`src/rtl/isa_pkg.sv`:
```
// Shared ISA definitions for the instruction word encoder and the decode-stage control unit:
// field geometry, opcode values, immediate-form classification and the encoder FSM states.
package isa_pkg;

    localparam int INSTR_WIDTH    = 32;
    localparam int OPCODE_WIDTH   = 5;
    localparam int REG_ADDR_WIDTH = 4;
    localparam int IMM_WIDTH      = INSTR_WIDTH - OPCODE_WIDTH - 3 * REG_ADDR_WIDTH;
    localparam int ADDR_WIDTH     = 10;

    localparam int OPC_MSB = 31;
    localparam int OPC_LSB = 27;
    localparam int RD_MSB  = 26;
    localparam int RD_LSB  = 23;
    localparam int RS1_MSB = 22;
    localparam int RS1_LSB = 19;
    localparam int RS2_MSB = 18;
    localparam int RS2_LSB = 15;
    localparam int IMM_MSB = 14;
    localparam int IMM_LSB = 0;

    typedef logic [OPCODE_WIDTH-1:0]   opcode_t;
    typedef logic [REG_ADDR_WIDTH-1:0] reg_idx_t;
    typedef logic [IMM_WIDTH-1:0]      imm_t;
    typedef logic [INSTR_WIDTH-1:0]    word_t;

    localparam opcode_t OP_NOP = 5'd0;
    localparam opcode_t OP_01  = 5'd1;
    localparam opcode_t OP_02  = 5'd2;
    localparam opcode_t OP_03  = 5'd3;
    localparam opcode_t OP_04  = 5'd4;
    localparam opcode_t OP_05  = 5'd5;
    localparam opcode_t OP_06  = 5'd6;
    localparam opcode_t OP_07  = 5'd7;
    localparam opcode_t OP_08  = 5'd8;
    localparam opcode_t OP_09  = 5'd9;
    localparam opcode_t OP_10  = 5'd10;
    localparam opcode_t OP_11  = 5'd11;
    localparam opcode_t OP_12  = 5'd12;
    localparam opcode_t OP_13  = 5'd13;
    localparam opcode_t OP_14  = 5'd14;
    localparam opcode_t OP_15  = 5'd15;

    // Immediate-form opcodes carry imm and drop rs2.
    function automatic logic is_imm_opcode(input opcode_t op);
        case (op)
            OP_08, OP_12, OP_14, OP_15: return 1'b1;
            default:                    return 1'b0;
        endcase
    endfunction

    function automatic logic is_legal_opcode(input opcode_t op);
        return ~op[OPCODE_WIDTH-1];
    endfunction

    typedef enum logic [1:0] {
        ST_IDLE   = 2'd0,
        ST_ACCEPT = 2'd1,
        ST_WRITE  = 2'd2,
        ST_DONE   = 2'd3
    } state_e;

endpackage

```
`src/rtl/instr_field_pack.sv`:
```
// Combinational field packer: builds a legal 32-bit instruction word from its fields and
// flags illegal opcodes, which are replaced by an all-zero NOP word.
module instr_field_pack
    import isa_pkg::*;
(
    input  logic [OPCODE_WIDTH-1:0]   opcode_i,
    input  logic [REG_ADDR_WIDTH-1:0] rd_i,
    input  logic [REG_ADDR_WIDTH-1:0] rs1_i,
    input  logic [REG_ADDR_WIDTH-1:0] rs2_i,
    input  logic [IMM_WIDTH-1:0]      imm_i,
    output logic [INSTR_WIDTH-1:0]    word_o,
    output logic                      illegal_o
);

    // Field packing with sanitising of illegal opcodes and unused fields.
    always_comb begin
        word_o    = '0;
        illegal_o = 1'b0;
        if (!is_legal_opcode(opcode_i)) begin
            illegal_o = 1'b1;
        end else if (opcode_i == OP_NOP) begin
            word_o = '0;
        end else begin
            word_o[OPC_MSB:OPC_LSB] = opcode_i;
            word_o[RD_MSB:RD_LSB]   = rd_i;
            word_o[RS1_MSB:RS1_LSB] = rs1_i;
            if (is_imm_opcode(opcode_i)) begin
                word_o[IMM_MSB:IMM_LSB] = imm_i;
            end else begin
                word_o[RS2_MSB:RS2_LSB] = rs2_i;
            end
        end
    end

endmodule

```
`src/rtl/instr_word_encoder.sv`:
```
// Instruction word encoder: accepts field bundles over valid/ready, packs them and writes the
// resulting words to consecutive instruction-memory addresses from a programmed base.
module instr_word_encoder
    import isa_pkg::*;
(
    input  logic                      clk,
    input  logic                      rst_n,
    input  logic                      start,
    input  logic [ADDR_WIDTH-1:0]     base_addr,
    input  logic [ADDR_WIDTH:0]       count,
    input  logic                      in_valid,
    output logic                      in_ready,
    input  logic [OPCODE_WIDTH-1:0]   in_opcode,
    input  logic [REG_ADDR_WIDTH-1:0] in_rd,
    input  logic [REG_ADDR_WIDTH-1:0] in_rs1,
    input  logic [REG_ADDR_WIDTH-1:0] in_rs2,
    input  logic [IMM_WIDTH-1:0]      in_imm,
    output logic                      mem_we,
    output logic [ADDR_WIDTH-1:0]     mem_addr,
    output logic [INSTR_WIDTH-1:0]    mem_wdata,
    input  logic                      mem_ready,
    output logic                      busy,
    output logic                      done,
    output logic                      error
);

    state_e                  state_q;
    logic [ADDR_WIDTH-1:0]   addr_q;
    logic [ADDR_WIDTH:0]     remaining_q;
    logic [INSTR_WIDTH-1:0]  word_q;
    logic                    in_ready_q;
    logic                    mem_we_q;
    logic                    busy_q;
    logic                    done_q;
    logic                    error_q;

    logic [INSTR_WIDTH-1:0]  pack_word_s;
    logic                    pack_illegal_s;

    instr_field_pack u_pack (
        .opcode_i  (in_opcode),
        .rd_i      (in_rd),
        .rs1_i     (in_rs1),
        .rs2_i     (in_rs2),
        .imm_i     (in_imm),
        .word_o    (pack_word_s),
        .illegal_o (pack_illegal_s)
    );

    localparam logic [ADDR_WIDTH:0] REM_ZERO = '0;
    localparam logic [ADDR_WIDTH:0] REM_ONE  = {{ADDR_WIDTH{1'b0}}, 1'b1};

    // Burst FSM; all outputs are registered alongside the state so they change only on clk.
    always_ff @(posedge clk or negedge rst_n) begin
        if (!rst_n) begin
            state_q     <= ST_IDLE;
            addr_q      <= '0;
            remaining_q <= '0;
            word_q      <= '0;
            in_ready_q  <= 1'b0;
            mem_we_q    <= 1'b0;
            busy_q      <= 1'b0;
            done_q      <= 1'b0;
            error_q     <= 1'b0;
        end else begin
            case (state_q)
                ST_IDLE: begin
                    in_ready_q <= 1'b0;
                    mem_we_q   <= 1'b0;
                    busy_q     <= 1'b0;
                    done_q     <= 1'b0;
                    if (start) begin
                        addr_q      <= base_addr;
                        remaining_q <= count;
                        error_q     <= 1'b0;
                        if (count == REM_ZERO) begin
                            state_q <= ST_DONE;
                            done_q  <= 1'b1;
                        end else begin
                            state_q    <= ST_ACCEPT;
                            in_ready_q <= 1'b1;
                            busy_q     <= 1'b1;
                        end
                    end
                end
                ST_ACCEPT: begin
                    if (in_valid && in_ready_q) begin
                        word_q     <= pack_word_s;
                        error_q    <= error_q | pack_illegal_s;
                        in_ready_q <= 1'b0;
                        mem_we_q   <= 1'b1;
                        state_q    <= ST_WRITE;
                    end
                end
                ST_WRITE: begin
                    // Address and data stay frozen until memory takes the write.
                    if (mem_ready) begin
                        mem_we_q    <= 1'b0;
                        addr_q      <= addr_q + {{(ADDR_WIDTH-1){1'b0}}, 1'b1};
                        remaining_q <= remaining_q - REM_ONE;
                        if (remaining_q == REM_ONE) begin
                            state_q <= ST_DONE;
                            busy_q  <= 1'b0;
                            done_q  <= 1'b1;
                        end else begin
                            state_q    <= ST_ACCEPT;
                            in_ready_q <= 1'b1;
                        end
                    end
                end
                ST_DONE: begin
                    done_q  <= 1'b0;
                    busy_q  <= 1'b0;
                    state_q <= ST_IDLE;
                end
                default: begin
                    state_q    <= ST_IDLE;
                    in_ready_q <= 1'b0;
                    mem_we_q   <= 1'b0;
                    busy_q     <= 1'b0;
                    done_q     <= 1'b0;
                end
            endcase
        end
    end

    assign in_ready  = in_ready_q;
    assign mem_we    = mem_we_q;
    assign mem_addr  = addr_q;
    assign mem_wdata = word_q;
    assign busy      = busy_q;
    assign done      = done_q;
    assign error     = error_q;

endmodule

```
`config.mk`:
```
export PLATFORM = sky130hd
export DESIGN_NAME = instr_word_encoder
export DESIGN_NICKNAME = d
export VERILOG_FILES = /design/src/rtl/isa_pkg.sv /design/src/rtl/instr_field_pack.sv /design/src/rtl/instr_word_encoder.sv
export SDC_FILE = /design/constraint.sdc
export NUM_CORES = 1
export LEC_CHECK = 0
export ABC_AREA = 1
export BUFFER_PORTS_ARGS = -buffer_cell sky130_fd_sc_hd__buf_2
export CAP_MARGIN = 20
export CORE_MARGIN = 2
export CORE_UTILIZATION = 45
export CTS_CLUSTER_DIAMETER = 200
export CTS_CLUSTER_SIZE = 40
export DETAILED_ROUTE_END_ITERATION = 10
export GPL_TIMING_DRIVEN = 0
export PLACE_DENSITY = 0.8
export SLEW_MARGIN = 30
export SYNTH_ARGS = -nofsm -noshare
export SYNTH_HDL_FRONTEND = slang
export SYNTH_SLANG_ARGS = --single-unit
```
`constraint.sdc`:
```
create_clock -name clk -period 3.6 [get_ports clk]
set_clock_uncertainty 0.2 [all_clocks]
set_input_delay 0.72 -clock clk [delete_from_list [all_inputs] [get_ports clk]]
set_output_delay 0.72 -clock clk [all_outputs]
set_load 0.02 [all_outputs]
```
==> impl_metrics.yaml <==
clock_tree:
  cts.sinks: 59
  clock_latency_ns: 0.34
  cts_hold_buf: 0
  cts_buffers: 9
  clk_pin_slew_worst_paths_ns: 0.07
  cts.repair.resized: 0
  cts_setup_buffers: 0
  cts_tree: "done"
  cts_max_level: 3
  root_buffer: "clkbuf_8"
  max-clock-path-buffers: 2
route:
  via_per_inst: 5.07
  drt_iter0_drc: 173
  vias: 3266
  firstDrtPassIters: 4
  wirelength_mm: 8.34
  postRouteAntennaNets: 0
  wl_per_cell_um: 13.0
  post-route-drc-count: 0
synth:
  synthCells: 429
  netlist_area_um2: 3250
  synth_top_cell_by_area: "dfrtp_1"
  syn_nets: 495
  ys_types: 36
  synth_seq_cells: 59
  async_flop_share: 1.00
  syn_area_per_cell_um2: 7.57
  seq_area_frac_synth: 0.454
  ys_warn_count: 0
  synth_top_area_frac: 0.454
  synthTopCellsByArea: "dfrtp_1, nand2_1, o21ai_0"
  ys.flop_type: "dfrtp_1"
  synth-edff-count: 0
floorplanning:
  rows: 30
  io_pins: 105
  die_w_um: 89.0
  die_height_um: 89.0
  dieArea_um2: 7920
  start_util: 0.470
  core_um2: 6910
flow_run:
  cap_violations: 0
power:
  pwr-share-seq: 0.325
  p_int_mw: 1.90
  power_density_nw_per_um2: 877
  p_clk_frac: 0.154
  peakVddDrop_uv: 358
  power_switching_mw: 1.67
  power.leakage_nw: 2.22
  swShare: 0.468
  p_comb_frac: 0.521
global_route:
  grt.total_usage: 0.214
  antenna_found_initial: 0
  grt_max_degree: 60
  grt_pass1_wl_mm: 13.1
  grt_pass1_vias: 3021
  gr-total-overflow: 0
timing:
  finalSetupTns_ns: 0
  max_freq_mhz: 503
  period_minus_slack_ns: 1.99
  setup_viol: 0
  worst_slew_pin_slew_ns: 0.756
  hold_viol_final: 0
  period_share: 0.552
  drv_slew: 0
  rsz0062_at_grt: "false"
  max-slew-margin-rel: 0.496
worst_setup_path:
  cp_max_fo: 10
  start_kind: "flop"
  crit_path_end_kind: "flop"
  timing.rr.start: "state_q[0]"
  endpoint: "done"
  r2r_end: "done"
  path_class: "reg -> reg"
  required_ns: 3.64
  reg2reg_slack_ns: 1.61
  crit_arrival_ns: 2.03
  critPathLaunch: "state_q[0]"
  r2r_cells: 8
placed_design:
  gp_congestion: 0.863
  port_buffers: 103
  dp_hpwl_mm: 6.13
finish:
  drive_gt1_frac: 0.268
  syn_to_final_growth_pct: 25.2
  nNetsFinal: 609
  final_util: 0.589
  num_antenna_cells: 0
hold_path:
  hold_path_class: "in -> async"
outcome:
  run_status: "finished, final reports clean"
flip-flops by register name, indices dropped and copies added (netlist names):
signal,count
mem_wdata,31
remaining_q,11
mem_addr,10
state_q,2
busy,1
done,1
error,1
in_ready,1
mem_we,1
layer usage:
metal	global-route usage	wire length (um)
met1	0.255	3560
met2	0.364	4000
met3	0.0517	616
met4	0.102	167
met5	0	0
power by group through the flow:
stage	Clock, mW	Combinational [mW]	Sequential, mW
2_1_floorplan	0	1.07	1.39
3_3_place_gp	0	1.79	1.15
3_5_place_dp	0	1.86	1.16
4_1_cts	0.557	1.87	1.15
5_1_grt	0.579	2.08	1.19
6_report	0.548	1.86	1.16
cells by family (layout without fill, tap and decap cells):
logic type,count (synthesis),after routing,synth area share
DFF,59,59,0.454
AOI/OAI and AO/OA,73,73,0.131
and+or+nand+nor,219,219,0.279
buffers and inverters,64,183,0.0905
other,1,1,0.00115
adders and majority gates,8,8,0.0308
xor gates and xnor gates,5,5,0.0135
final cells by class:
type / count / area [um^2]
Fill cell: 667 / 2840
Multi-Input combinational cell: 306 / 1480
Sequential cell: 59 / 1480
Timing Repair Buffer: 103 / 518
Inverter: 48 / 183
Clock buffer: 12 / 155
Tap cell: 96 / 120
Buffer: 16 / 111
Clock inverter: 4 / 25.0
worst min-delay path by stage:
stage	to	from	cells after the start	slack, ns
after global placement	remaining_q[7]	remaining_q[7]	2	0.26
after global routing	remaining_q[7]	remaining_q[7]	2	0.30
after CTS	mem_wdata[9]	rst_n	1	0.26
after floorplan	busy	rst_n	0	0.22
final	mem_wdata[9]	rst_n	1	0.24
after detailed placement	mem_wdata[30]	mem_wdata[30]	2	0.26
Yosys cell counts, types with 2 or more instances:
| cell | instances |
|---|---|
| o22ai_2 | 2 |
| a21oi_1 | 7 |
| inv_2 | 3 |
| o21ai_0 | 45 |
| nor3_1 | 4 |
| buf_4 | 2 |
| buf_6 | 5 |
| nand4_1 | 4 |
| o21ai_2 | 4 |
| ha_1 | 8 |
| xor2_1 | 4 |
| buf_2 | 5 |
| inv_1 | 44 |
| nand3_1 | 22 |
| nand2_1 | 143 |
| clkbuf_1 | 4 |
| a31oi_1 | 2 |
| nor2_1 | 41 |
| dfrtp_1 | 59 |
| o21ai_1 | 5 |
metrics by stage:
step	cells	power, mW	cell area [um^2]	setup WS, ns	hold WS, ns
after floorplan	429	2.47	3250	1.83	0.224
after global placement	628	2.94	3880	1.47	0.259
after detailed placement	628	3.02	3890	1.55	0.261
after CTS	644	3.58	4070	1.60	0.263
after global routing	644	3.85	4070	1.47	0.302
final	644	3.57	4070	1.61	0.236
cells in the final DEF, fill, tap and decap left out, types with 2 or more instances in the layout:
cell,synthesis,layout
a21oi_1,7,7
a31oi_1,2,2
buf_2,5,107
buf_4,2,3
buf_6,5,5
clkbuf_1,4,5
clkbuf_8,0,11
clkinv_2,0,2
clkinvlp_4,0,2
dfrtp_1,59,59
ha_1,8,8
inv_1,44,44
inv_2,3,3
nand2_1,143,143
nand3_1,22,22
nand4_1,4,4
nor2_1,41,41
nor3_1,4,4
o21ai_0,45,45
o21ai_1,5,5
o21ai_2,4,4
o22ai_2,2,2
xor2_1,4,4
worst max-delay path, stage by stage (launching register included):
cell,delay (ns)
dfrtp_1,0.40
inv_1,0.10
ha_1,0.21
buf_6,0.14
inv_4,0.10
clkbuf_1,0.42
o21ai_0,0.17
nand2_1,0.10
nand2_1,0.04
Power figures use the tool's default switching activity.
